$ cat config.mk
export PLATFORM = sky130hd
export DESIGN_NAME = wrr_pkt_arb_flat
export DESIGN_NICKNAME = d
export VERILOG_FILES = /design/src/rtl/wrr_pkt_arb_if.sv /design/src/rtl/wrr_pkt_arb.sv /design/src/flat_wrapper.sv
export SDC_FILE = /design/constraint.sdc
export NUM_CORES = 1
export LEC_CHECK = 0
export ABC_AREA = 1
export CAP_MARGIN = 20
export CELL_PAD_IN_SITES_DETAIL_PLACEMENT = 0
export CELL_PAD_IN_SITES_GLOBAL_PLACEMENT = 1
export CORE_MARGIN = 4
export CORE_UTILIZATION = 34
export CTS_BUF_LIST = sky130_fd_sc_hd__clkbuf_16
export DETAILED_ROUTE_END_ITERATION = 10
export PLACE_DENSITY = 0.89
export SETUP_SLACK_MARGIN = 0.4
export SYNTH_ARGS = -nofsm -noshare
export SYNTH_HDL_FRONTEND = slang
export SYNTH_SLANG_ARGS = --single-unit
$ cat constraint.sdc
create_clock -name clk -period 2.2 [get_ports clk]
set_input_delay 0.66 -clock clk [delete_from_list [all_inputs] [get_ports clk]]
set_output_delay 0.66 -clock clk [all_outputs]
set_load 0.01 [all_outputs]
$ cat src/rtl/wrr_pkt_arb_if.sv
// Handshake bundle between the four input ports and the packet arbiter of one output port.
// master = requester/downstream side, slave = arbiter side.
interface wrr_pkt_arb_if #(
    parameter int WBITS = 3
);
    logic [3:0]         req;
    logic [3:0]         vld;
    logic [3:0]         last;
    logic [4*WBITS-1:0] weight;
    logic               out_rdy;
    logic               out_vld;
    logic [3:0]         gnt;
    logic [2:0]         sel;
    logic [1:0]         lead;
    logic               err;

    modport master (
        output req, vld, last, weight, out_rdy,
        input  out_vld, gnt, sel, lead, err
    );

    modport slave (
        input  req, vld, last, weight, out_rdy,
        output out_vld, gnt, sel, lead, err
    );
endinterface

$ cat src/rtl/wrr_pkt_arb.sv
// Packet-level weighted round-robin arbiter for one output port.
// A grant is held from the first flit to the last one, or until the packet is cut off at MAXLEN flits.
//   state | meaning
//   IDLE  | no grant; pick the winner starting at lead
//   BUSY  | input sel-1 owns the output until last, MAXLEN cut-off or req drop
module wrr_pkt_arb #(
    parameter int WBITS  = 3,
    parameter int MAXLEN = 16,
    parameter int LBITS  = 5
) (
    input  logic          clk,
    input  logic          rst,
    wrr_pkt_arb_if.slave  bus
);

    typedef enum logic {IDLE, BUSY} state_t;

    state_t             state_q, state_d;
    logic [2:0]         sel_q, sel_d;
    logic [3:0]         gnt_q, gnt_d;
    logic [1:0]         lead_q, lead_d;
    logic               err_q, err_d;
    logic [WBITS-1:0]   pkt_cnt_q, pkt_cnt_d;
    logic [WBITS-1:0]   cur_w_q, cur_w_d;
    logic [LBITS-1:0]   flit_cnt_q, flit_cnt_d;

    logic [1:0]         gidx;
    logic               busy;
    logic               out_vld;
    logic               accept;
    logic               flit_last;
    logic               at_maxlen;
    logic               turn_done;
    logic [1:0]         win;
    logic               win_vld;
    logic [WBITS-1:0]   win_w;

    // In IDLE sel is 0, so gidx wraps to 3; every use is gated by busy.
    assign gidx      = 2'(sel_q - 3'd1);
    assign busy      = (state_q == BUSY);
    assign out_vld   = busy && bus.vld[gidx];
    assign accept    = out_vld && bus.out_rdy;
    assign flit_last = bus.last[gidx];
    assign at_maxlen = (flit_cnt_q == LBITS'(MAXLEN - 1));
    assign turn_done = ({1'b0, pkt_cnt_q} + {{WBITS{1'b0}}, 1'b1}) >= {1'b0, cur_w_q};

    // Scan from lead+3 down to lead so the closest requester to lead is the final assignment.
    always_comb begin
        win     = lead_q;
        win_vld = 1'b0;
        for (int k = 3; k >= 0; k--) begin
            if (bus.req[lead_q + 2'(k)]) begin
                win     = lead_q + 2'(k);
                win_vld = 1'b1;
            end
        end
    end

    assign win_w = bus.weight[win*WBITS +: WBITS];

    always_comb begin
        state_d    = state_q;
        sel_d      = sel_q;
        gnt_d      = gnt_q;
        lead_d     = lead_q;
        err_d      = 1'b0;
        pkt_cnt_d  = pkt_cnt_q;
        cur_w_d    = cur_w_q;
        flit_cnt_d = flit_cnt_q;

        case (state_q)
            IDLE: begin
                if (win_vld) begin
                    state_d    = BUSY;
                    sel_d      = {1'b0, win} + 3'd1;
                    gnt_d      = 4'b0001 << win;
                    flit_cnt_d = '0;
                    cur_w_d    = (win_w == '0) ? WBITS'(1) : win_w;
                    if (win != lead_q) begin
                        pkt_cnt_d = '0;
                        lead_d    = win;
                    end
                end
            end
            BUSY: begin
                if (accept) begin
                    flit_cnt_d = flit_cnt_q + LBITS'(1);
                    if (flit_last) begin
                        state_d = IDLE;
                        sel_d   = 3'd0;
                        gnt_d   = 4'b0000;
                        if (turn_done) begin
                            pkt_cnt_d = '0;
                            lead_d    = gidx + 2'd1;
                        end else begin
                            pkt_cnt_d = pkt_cnt_q + WBITS'(1);
                        end
                    end else if (at_maxlen) begin
                        state_d   = IDLE;
                        sel_d     = 3'd0;
                        gnt_d     = 4'b0000;
                        pkt_cnt_d = '0;
                        lead_d    = gidx + 2'd1;
                        err_d     = 1'b1;
                    end
                end else if (!bus.req[gidx]) begin
                    // Requester withdrew mid-packet: give up the rest of its turn, no error.
                    state_d   = IDLE;
                    sel_d     = 3'd0;
                    gnt_d     = 4'b0000;
                    pkt_cnt_d = '0;
                    lead_d    = gidx + 2'd1;
                end
            end
            default: begin
                state_d = IDLE;
                sel_d   = 3'd0;
                gnt_d   = 4'b0000;
            end
        endcase
    end

    always_ff @(posedge clk) begin
        if (rst) begin
            state_q    <= IDLE;
            sel_q      <= 3'd0;
            gnt_q      <= 4'b0000;
            lead_q     <= 2'd0;
            err_q      <= 1'b0;
            pkt_cnt_q  <= '0;
            cur_w_q    <= '0;
            flit_cnt_q <= '0;
        end else begin
            state_q    <= state_d;
            sel_q      <= sel_d;
            gnt_q      <= gnt_d;
            lead_q     <= lead_d;
            err_q      <= err_d;
            pkt_cnt_q  <= pkt_cnt_d;
            cur_w_q    <= cur_w_d;
            flit_cnt_q <= flit_cnt_d;
        end
    end

    assign bus.out_vld = out_vld;
    assign bus.gnt     = gnt_q;
    assign bus.sel     = sel_q;
    assign bus.lead    = lead_q;
    assign bus.err     = err_q;

endmodule

$ cat src/flat_wrapper.sv
// flat-port wrapper written by rule: the top's interface ports become plain ports
module wrr_pkt_arb_flat 
#(
    parameter int WBITS  = 3,
    parameter int MAXLEN = 16,
    parameter int LBITS  = 5
)
  (clk, rst, bus_req, bus_vld, bus_last, bus_weight, bus_out_rdy, bus_out_vld, bus_gnt, bus_sel, bus_lead, bus_err);
  wrr_pkt_arb_if #(.WBITS(WBITS)) bus_i ();
  input  logic clk;
  input  logic rst;
  input wire logic [$bits(bus_i.req)-1:0] bus_req;
  input wire logic [$bits(bus_i.vld)-1:0] bus_vld;
  input wire logic [$bits(bus_i.last)-1:0] bus_last;
  input wire logic [$bits(bus_i.weight)-1:0] bus_weight;
  input wire logic [$bits(bus_i.out_rdy)-1:0] bus_out_rdy;
  output wire logic [$bits(bus_i.out_vld)-1:0] bus_out_vld;
  output wire logic [$bits(bus_i.gnt)-1:0] bus_gnt;
  output wire logic [$bits(bus_i.sel)-1:0] bus_sel;
  output wire logic [$bits(bus_i.lead)-1:0] bus_lead;
  output wire logic [$bits(bus_i.err)-1:0] bus_err;
  assign bus_i.req = bus_req;
  assign bus_i.vld = bus_vld;
  assign bus_i.last = bus_last;
  assign bus_i.weight = bus_weight;
  assign bus_i.out_rdy = bus_out_rdy;
  assign bus_out_vld = bus_i.out_vld;
  assign bus_gnt = bus_i.gnt;
  assign bus_sel = bus_i.sel;
  assign bus_lead = bus_i.lead;
  assign bus_err = bus_i.err;
  wrr_pkt_arb #(.WBITS(WBITS), .MAXLEN(MAXLEN), .LBITS(LBITS)) u_core (.clk(clk), .rst(rst), .bus(bus_i));
endmodule
==> results of run 1 <==
[worst min-delay path by stage]
stage	from	to	slack, ps	cells past startpoint
3_5_place_dp	u_core.bus.gnt[1]	u_core.bus.gnt[1]	460	2
3_3_place_gp	u_core.bus.gnt[1]	u_core.bus.gnt[1]	460	2
2_1_floorplan	u_core.flit_cnt_q[0]	u_core.flit_cnt_q[0]	450	1
5_1_grt	u_core.bus.gnt[0]	u_core.bus.gnt[0]	490	2
6_report	u_core.bus.gnt[0]	u_core.bus.gnt[0]	470	2
4_1_cts	u_core.bus.gnt[1]	u_core.bus.gnt[1]	470	2
[kinds of logic after synthesis]
| kind of cell | Yosys count | synth area share, % |
|---|---|---|
| fa+ha+maj | 10 | 8.045 |
| simple gates | 129 | 40.39 |
| flops | 21 | 27.03 |
| buf+inv | 38 | 10.62 |
| xor+xnor | 1 | 0.5633 |
| compound gates | 36 | 13.36 |
[power by group through the flow]
stage               logic [mW]  registers [mW]  clock network [mW]
finish                    2.92           0.578               0.381
CTS                       2.11           0.558               0.396
global placement          1.95           0.552                   0
detailed placement        1.96           0.555                   0
floorplan                 1.26           0.561                   0
global route              3.18           0.593               0.408
[worst max-delay path, cell delays in order, from the launching register on]
cell and delay [ps]:
dfxtp_4 350, ha_4 160, xor2_2 140, ha_1 310
o21ai_2 60, nand3b_1 140, nor3_4 230, inv_2 90
or2_1 210, a21oi_1 110
[final cells by class]
type	instances	share of cell area, %
clock buffer	3	2.561
inverter	32	5.122
tap	52	2.219
clock inverter	1	0.1280
timing repair buffer	79	23.94
multi-input combinational	177	51.17
sequential	21	14.85
[timing repair]
| action | CTS | global route |
|---|---|---|
| setup endpoints to repair | 28 | 19 |
| gates resized for setup | 65 | 109 |
| gates cloned | 1 | 1 |
| setup buffers | 3 | 9 |
| pin swaps | 36 | 59 |
[layer usage]
layer,vias to the layer above,global-route usage (%)
met5,-,0
met4,0,2.913
met3,4,3.034
met2,48,26.94
met1,849,22.00
li1,940,-
[metrics by stage]
step                      worst slack (ps)  hold slack, ps  total power [mW]  setup TNS [ps]  utilization, %
after floorplan                      362.2           447.9             1.823               0               -
after global placement              -426.3           459.0             2.502           -5183           52.11
after detailed placement            -426.0           458.8             2.516           -5355           52.11
after CTS                            331.7           470.6             3.064               0           55.74
after global routing                 212.2           492.2             4.176               0           66.87
final                                321.0           467.1             3.874               0           66.87
[state kept, by name, summed over array words and instances (netlist names)]
signal	cells
u_core.busy	1
u_core.bus.gnt	4
u_core.cur_w_q	3
u_core.pkt_cnt_q	3
u_core.bus.err	1
u_core.bus.lead	2
u_core.bus.sel	2
u_core.flit_cnt_q	5
[cells in the final DEF, fill, tap and decap left out, types with 2 or more instances in the layout]
cell             netlist  final
o21ai_4                0      2
dlymetal6s2s_1         0      2
dfxtp_1               21     15
o22ai_1                2      2
clkbuf_2               0      2
nand4_1                2      2
clkbuf_16              0      3
nand2_2                6     27
a21oi_2                0      7
buf_4                  1     35
nor3_1                 2      2
nor2_1                 5      3
dfxtp_4                0      3
nand3_1               32     13
inv_8                  0      2
buf_2                  1      2
o21ai_0                8      2
nand2_1               66     28
inv_2                  7     11
dfxtp_2                0      3
a21oi_1               17     10
o21ai_2                1      4
dlygate4sd2_1          0     11
nand2_4                3     19
inv_4                  1      6
nor2_2                 3      2
ha_1                  10      4
buf_6                  2     10
nand3_4                0      8
o21ai_1                2      3
ha_4                   0      5
nor2_4                 0      3
nand2_8                0      2
nand3_2                4     15
a22o_1                 2      2
clkdlybuf4s50_1        0     15
inv_1                 24     14
==> impl_metrics.env, run 1 <==
export IMPL_peakVddDrop_v=0.0007140
export IMPL_crit_fanout=3
export IMPL_slew_limit_headroom_pct=75.75
export IMPL_startpoint_type="flop"
export IMPL_max_slew_worst_pin_slew_ps=363.4
export IMPL_cts_tree="yes"
export IMPL_cp_end_kind="flop"
export IMPL_reg2reg_from="u_core.pkt_cnt_q[0]"
export IMPL_rsz0062_at_grt="yes"
export IMPL_hold_buffers=0
export IMPL_die_h_um=75.64
export IMPL_postSynthCellCount=235
export IMPL_seq_area_um2=435.4
export IMPL_endpoint="u_core.pkt_cnt_q[0]"
export IMPL_cts_inserted_buffers=3
export IMPL_wl_um=4857
export IMPL_async_flop_share_pct=0
export IMPL_power_switching_mw=1.857
export IMPL_ys_top_cells_by_count="nand2_1, nand3_1, inv_1, dfxtp_1, a21oi_1"
export IMPL_core_um2=4384
export IMPL_p_clk_share_pct=9.8
export IMPL_r2r_cells=9
export IMPL_nets=351
export IMPL_fin_crit_ps=1879
export IMPL_internal_power_mw=2.017
export IMPL_finClkSkew_ps=4.226
export IMPL_antenna_found_initial=0
export IMPL_highest_layer="met4"
export IMPL_worstReg2RegEnd="u_core.pkt_cnt_q[0]"
export IMPL_switching_share_pct=47.93
export IMPL_drtIter0Drc=108
export IMPL_synth_ff_type="dfxtp_1"
export IMPL_hold_viol=0
export IMPL_grt_pass1_vias=1634
export IMPL_drc=0
export IMPL_clkSinkCount=21
export IMPL_routedWlPerCell_um=13.31
export IMPL_fin_crit_sh_pct=85.41
export IMPL_gp_congestion=0.9085
export IMPL_synth_top_cell_by_area="dfxtp_1"
export IMPL_synth_yosys_warnings=0
export IMPL_clk_latency_ps=250
export IMPL_vias_per_cell=5.044
export IMPL_drt_pass1_iter_count=5
export IMPL_rrSetupSlack_ps=320
export IMPL_yosys_top_cells_area="dfxtp_1, nand2_1, nand3_1, ha_1, inv_1"
export IMPL_numPortBuffers=37
export IMPL_crit_required_ps=2380
export IMPL_clkTransAtPathRegs_ps=50
export IMPL_synth_most_common_cell="nand2_1"
export IMPL_max_cap_violations=0
export IMPL_rows=24
export IMPL_place_inst=347
export IMPL_area_growth_pct=88.50
export IMPL_syn_num_nets=272
export IMPL_p_leak_nw=1.352
export IMPL_clock_fmax_mhz=532.2
export IMPL_track_usage_pct=16.17
export IMPL_finalMaxSlewViolations=0
export IMPL_wl_met2_um=2486
export IMPL_multi_input_area_um2=1500
export IMPL_grt_max_degree=12
export IMPL_clockRootBuffer="clkbuf_16"
export IMPL_dieArea_um2=5721
export IMPL_fillers=352
export IMPL_synth_top_area_share_pct=27.03
export IMPL_status="finished, final reports clean"
export IMPL_htreeDepth=1
export IMPL_start_util_pct=35.47
export IMPL_post_synth_num_cell_types=35
export IMPL_pin_count=38
export IMPL_vias=1841
export IMPL_seqPwrFrac_pct=14.9
export IMPL_die_w_um=75.64
export IMPL_n_antenna_cell=0
export IMPL_finalSetupViolCount=0
export IMPL_holdCritPathClass="reg2reg"
export IMPL_drive_gt1_share_pct=57.19
export IMPL_grt_pass1_wl_um=7245
export IMPL_ys_seq_area_share_pct=27.03
export IMPL_cp_startpoint="u_core.pkt_cnt_q[0]"
export IMPL_ys_ff_latch=21
export IMPL_route_met3_wl_um=286
export IMPL_fin_cells=365
export IMPL_synth_edf_count=0
export IMPL_comb_power_share_pct=75.3
export IMPL_cp_arrival_ps=2060
export IMPL_syn_area_um2=1555
export IMPL_ant_nets=0
export IMPL_post_route_cell_area_um2=2932
export IMPL_power_density_nw_per_um2=1322
export IMPL_crit_type="reg2reg"
export IMPL_cts_buffer_depth=2
export IMPL_avgSynthCellArea_um2=6.618
export IMPL_dp_hpwl_um=3213
export IMPL_post_dp_cell_area_um2=2285
export IMPL_overflow=0
export IMPL_drt_met1_wl_um=2037
Power figures use the tool's default switching activity.
==> inputs of run 2 (changes only) <==
ABC_AREA = default   (was 1)
CORE_UTILIZATION = 35   (was 34)
GPL_ROUTABILITY_DRIVEN = 0   (was default)
PLACE_DENSITY = 0.88   (was 0.89)
==> run 2 against run 1 <==
Net effect:
- the run now ends with setup timing left
- sequential share of layout area up 3.2 points
- largest power group unchanged
- sequential power down 15%
- synthesized cell count down 33%
- critical endpoint is now u_core.bus.lead[1]
- critical path depth up 1
- die area down 10%
==> impl_metrics.env, run 2 <==
export IMPL_status="finished with violations"
export IMPL_violations="setup timing"
export IMPL_synth_most_common_cell="dfxtp_1"
export IMPL_clk_latency_ps=250
export IMPL_synth_simple_area_share_pct=24.40
export IMPL_htreeDepth=1
export IMPL_cts_tree="yes"
export IMPL_antenna_found_initial=0
export IMPL_holdCritPathClass="reg2reg"
export IMPL_avgSynthCellArea_um2=8.956
export IMPL_crit_required_ps=2340
export IMPL_clock_fmax_mhz=453.1
export IMPL_final_common_cell="buf_4"
export IMPL_slew_limit_headroom_pct=66.99
export IMPL_clkTransAtPathRegs_ps=60
export IMPL_largest_reg_flops=5
export IMPL_synth_edf_count=0
export IMPL_power_density_nw_per_um2=771.8
export IMPL_numPortBuffers=37
export IMPL_cts_buffer_depth=2
export IMPL_overflow=0
export IMPL_postSynthCellCount=158
export IMPL_n_antenna_cell=0
export IMPL_mostFrequentLayoutCells="buf_4, dfxtp_1, clkdlybuf4s50_1"
export IMPL_total_power_mw=1.828
export IMPL_grt_pass1_vias=1581
export IMPL_reg2reg_from="u_core.pkt_cnt_q[0]"
export IMPL_routedWlPerCell_um=15.63
export IMPL_track_usage_pct=16.60
export IMPL_ant_nets=0
export IMPL_startpoint_type="primary input"
export IMPL_p_leak_nw=1.080
export IMPL_drc=0
export IMPL_hold_buffers=0
export IMPL_synth_ff_type="dfxtp_1"
export IMPL_vias_per_cell=5.396
export IMPL_syn_area_um2=1415
export IMPL_post_synth_num_cell_types=43
export IMPL_clkSinkCount=21
export IMPL_async_flop_share_pct=0
export IMPL_max_cap_violations=0
export IMPL_drt_pass1_iter_count=4
export IMPL_yosys_area_share_xor_xnor_pct=1.238
export IMPL_wl_um=4375
export IMPL_crit_type="in2reg"
export IMPL_synth_top_family_by_area="simple AND/OR/NAND/NOR gates"
export IMPL_synth_adder_area_share_pct=8.842
export IMPL_fin_crit_ps=2207
export IMPL_fin_crit_sh_pct=100.3
export IMPL_setup_tns_ps=-6.779
export IMPL_rsz0062_at_grt="yes"
export IMPL_hold_viol=0
export IMPL_area_growth_pct=67.37
export IMPL_ys_seq_area_share_pct=29.71
export IMPL_dp_slack_ps=-645.8
export IMPL_cp_arrival_ps=2340
export IMPL_pin_count=38
export IMPL_clockRootBuffer="clkbuf_16"
export IMPL_start_util_pct=37.52
export IMPL_min_from="u_core.cur_w_q[1]"
export IMPL_ys_top_cells_by_count="dfxtp_1, a21oi_1, nor2_1, nand2_1, ha_1"
export IMPL_synth_top_cell_by_area="dfxtp_1"
export IMPL_max_slew_worst_pin_slew_ps=493.6
export IMPL_rows=22
export IMPL_cts_inserted_buffers=3
export IMPL_post_dp_cell_area_um2=2027
export IMPL_finClkSkew_ps=2.398
export IMPL_syn_num_nets=195
export IMPL_core_um2=3771
export IMPL_vias=1511
export IMPL_yosys_top_cells_area="dfxtp_1, mux4_2, ha_1, a21oi_1, nor2_1"
export IMPL_nets=270
export IMPL_grt_pass1_wl_um=6975
export IMPL_muxShareOfSynthArea_pct=13.70
export IMPL_die_h_um=71.59
export IMPL_crit_fanout=4
export IMPL_ys_ff_latch=21
export IMPL_drtIter0Drc=57
export IMPL_grt_max_degree=18
export IMPL_post_route_cell_area_um2=2369
export IMPL_dieArea_um2=5124
export IMPL_finalSetupViolCount=1
export IMPL_drive_gt1_share_pct=46.98
export IMPL_synth_top_area_share_pct=29.71
export IMPL_finalMaxSlewViolations=0
export IMPL_synth_yosys_warnings=0
export IMPL_peakVddDrop_v=0.0004359
export IMPL_die_w_um=71.59
export IMPL_cp_end_kind="flop"
export IMPL_dp_hpwl_um=3071
export IMPL_synth_compound_gate_area_share_pct=17.24
export IMPL_cp_startpoint="bus_vld[2]"
export IMPL_top_register="u_core.flit_cnt_q"
export IMPL_worst_slack_ps=-6.779
==> run 2: metrics by stage <==
stage          utilization [%]  cells  hold WS [ps]
3_5_place_dp             53.75    264         453.6
5_1_grt                  62.81    280         501.8
3_3_place_gp             53.75    264         445.5
4_1_cts                  58.33    276         461.5
6_report                 62.81    280         467.2
2_1_floorplan                -    158         436.3
==> run 2: worst paths after layout <==
check	endpoint	slack (ps)	depth (start not counted)
setup / recovery	u_core.bus.lead[1]	-7	10
hold / removal	u_core.cur_w_q[1]	470	2
setup reg to reg	u_core.bus.lead[1]	50	9
hold reg to reg	u_core.cur_w_q[1]	470	2
==> run 2: cell type report <==
| cell class | instances | area (um^2) |
|---|---|---|
| inverters | 9 | 33.78 |
| multi-input cells | 121 | 1080 |
| clock buffers | 3 | 75.07 |
| clock inverters | 1 | 3.754 |
| well taps | 48 | 60.06 |
| fillers | 288 | 1403 |
| repair buffers | 77 | 688.2 |
| flip-flops and latches | 21 | 427.9 |
==> run 2: layer usage <==
| layer | track usage, % | share of wire, % |
|---|---|---|
| met5 | 0 | 0 |
| met3 | 3.787 | 3.9 |
| met1 | 20.03 | 41 |
| met4 | 4.384 | 1.3 |
| met2 | 29.49 | 54 |
==> run 2: logic make-up after synthesis <==
logic type	count (synthesis)
mux	10
buf+inv	16
fa+ha+maj	10
compound gates	37
xor+xnor	2
flops	21
simple gates	62
==> run 2: repair_timing <==
action / CTS / global route
setup endpoints to repair: 28 / 24
pin swaps: 14 / 23
endpoints found under the hold margin: 0 / 0
buffers inserted: 7 / 4
gates cloned: 1 / 0
gates resized for setup: 70 / 45
==> run 2: power by group <==
part	switching, mW	total (mW)	internal (mW)
Combinational	0.425	0.954	0.529
Clock	0.141	0.383	0.242
Sequential	0.0543	0.491	0.436
Total	0.620	1.83	1.21
==> run 2: worst max-delay path: stages <==
cell and delay [ps]:
buf_6 90, mux4_2 480, buf_6 130, buf_6 110
nor4b_4 130, a211oi_2 140, buf_4 160, nand3b_1 170
o21ai_1 210, a21oi_1 70
==> inputs of run 3 (changes only) <==
CORE_UTILIZATION = 46   (was 35)
DONT_BUFFER_PORTS = 1   (was default)
==> run 3 against run 2 <==
Net effect:
- the flow now finishes without violations
- die area is 21% lower
- setup slack improved by 200 ps
- via count decreased by 20%
- utilization is 0.26 points lower
- clock-buffer cell count unchanged
- largest cell class unchanged
- critical endpoint is now bus_out_vld
- critical path type is now reg2out
- power is 18% lower
- sequential share of layout area rose by 6.5 points
- register-to-register slack gained 160 ps
- sequential cell count stayed put
==> impl_metrics.env, run 3 (synthesis gave the netlist of run 2 again) <==
export IMPL_drt_pass1_iter_count=4
export IMPL_overflow=0
export IMPL_cpPeakStageDelay_ps=530
export IMPL_setup_tns_ps=0
export IMPL_n_antenna_cell=0
export IMPL_nets=211
export IMPL_power_density_nw_per_um2=838.6
export IMPL_die_w_um=63.47
export IMPL_internal_power_mw=1.008
export IMPL_holdCritPathClass="reg2reg"
export IMPL_holdWs_ps=458.1
export IMPL_rsz0062_at_grt="yes"
export IMPL_clkTransAtPathRegs_ps=50
export IMPL_core_um2=2853
export IMPL_fin_cells=204
export IMPL_drive_gt1_share_pct=34.68
export IMPL_seqPwrFrac_pct=34.2
export IMPL_drtIter0Drc=54
export IMPL_power_switching_mw=0.4887
export IMPL_top_register="u_core.flit_cnt_q"
export IMPL_largest_reg_flops=5
export IMPL_finalMaxSlewViolations=0
export IMPL_place_inst=187
export IMPL_crit_fanout=3
export IMPL_final_common_cell="a21oi_1"
export IMPL_crit_type="reg2out"
export IMPL_htreeDepth=1
export IMPL_rows=19
export IMPL_slowest_stage="mux4_2"
export IMPL_hold_viol=0
export IMPL_clock_fmax_mhz=498.5
export IMPL_vias_per_cell=5.902
export IMPL_grt_max_degree=20
export IMPL_grt_pass1_vias=1178
export IMPL_cts_inserted_buffers=3
export IMPL_fin_crit_ps=2006
export IMPL_clk_latency_ps=250
export IMPL_max_cap_violations=0
export IMPL_critPathBufInv=0
export IMPL_grt_pass1_wl_um=5451
export IMPL_switching_share_pct=32.66
export IMPL_die_h_um=63.47
export IMPL_cp_end_kind="output port"
export IMPL_clockRootBuffer="clkbuf_16"
export IMPL_crit_family="multiplexers"
export IMPL_area_growth_pct=26.08
export IMPL_finalSetupViolCount=0
export IMPL_fin_crit_sh_pct=91.17
export IMPL_crit_required_ps=1540
export IMPL_numPortBuffers=0
export IMPL_mostFrequentLayoutCells="a21oi_1, dfxtp_1, nor2_1, buf_4, nand2_1"
export IMPL_drc=0
export IMPL_status="finished, final reports clean"
export IMPL_finClkSkew_ps=1.435
export IMPL_pin_count=38
export IMPL_peakVddDrop_v=0.0004788
export IMPL_p_leak_nw=0.6930
export IMPL_hold_buffers=0
export IMPL_wl_um=3343
export IMPL_final_core_utilization_pct=62.54
export IMPL_cts_tree="yes"
export IMPL_p_clk_share_pct=24.8
export IMPL_routedWlPerCell_um=16.39
export IMPL_vias=1204
export IMPL_cts_buffer_depth=2
export IMPL_crit_chain="mux4_2, and2_4"
export IMPL_comb_power_share_pct=41.0
export IMPL_clkSinkCount=21
export IMPL_startpoint_type="flop"
export IMPL_dp_hpwl_um=2422
export IMPL_dieArea_um2=4028
export IMPL_start_util_pct=49.61
export IMPL_ant_nets=0
export IMPL_max_slew_worst_pin_slew_ps=685.6
export IMPL_slew_limit_headroom_pct=53.87
export IMPL_cp_arrival_ps=1350
export IMPL_track_usage_pct=16.56
export IMPL_antenna_found_initial=0
==> run 3: layer usage <==
metal | vias up | share of wire (%) | track usage [%] | routed length (um)
li1 | 601 | - | - | -
met1 | 576 | 44 | 20.48 | 1461
met2 | 27 | 50 | 28.55 | 1673
met3 | 0 | 6.2 | 5.506 | 208
met4 | 0 | 0 | 2.156 | 0
met5 | - | 0 | 0 | 0
==> run 3: timing repair <==
item                                   CTS  global route
setup endpoints to repair               16            16
pin swaps                                6            14
setup buffers                            6             6
gates cloned                             0             1
resized for setup                       13            27
endpoints found under the hold margin    0             0
==> run 3: worst register-to-register path, stage by stage (launching register included) <==
cell and delay, ps:
dfxtp_4 370, mux4_2 530, buf_6 150, nor4b_4 130, a211oi_4 230, nand3b_1 200
o21ai_1 190, a21oi_1 60
==> run 3: per-stage QoR <==
stage	power, mW	instance area, um^2	setup slack [ps]
3_3_place_gp	0.9833	1463	83.96
2_1_floorplan	0.8975	1428	159.9
4_1_cts	1.419	1633	208.5
3_5_place_dp	0.9976	1463	91.57
5_1_grt	1.598	1784	114.7
6_report	1.496	1784	194.2
==> run 3: cell type report <==
class                           count  area (um^2)
Clock buffer                        3        75.07
Clock inverter                      1        3.754
Fill cell                         241         1069
Inverter                            9        33.78
Multi-Input combinational cell    121         1040
Sequential cell                    21        439.2
Tap cell                           31        38.79
Timing Repair Buffer               18        153.9
==> run 3: path summary, 6_finish.rpt <==
path | cells after the start | from | endpoint | slack [ps]
worst max-delay path | 2 | u_core.bus.sel[0] | bus_out_vld | 190
worst min-delay path | 2 | u_core.cur_w_q[1] | u_core.cur_w_q[1] | 460
worst max register to register | 7 | u_core.bus.sel[0] | u_core.bus.lead[1] | 210
worst min register to register | 2 | u_core.cur_w_q[1] | u_core.cur_w_q[1] | 460
==> run 3: power by group through the flow <==
stage / combinational [mW] / sequential (mW) / clock, mW
floorplan: 0.402 / 0.495 / 0
global placement: 0.471 / 0.512 / 0
detailed placement: 0.483 / 0.515 / 0
CTS: 0.528 / 0.510 / 0.381
global route: 0.678 / 0.521 / 0.399
finish: 0.614 / 0.512 / 0.371
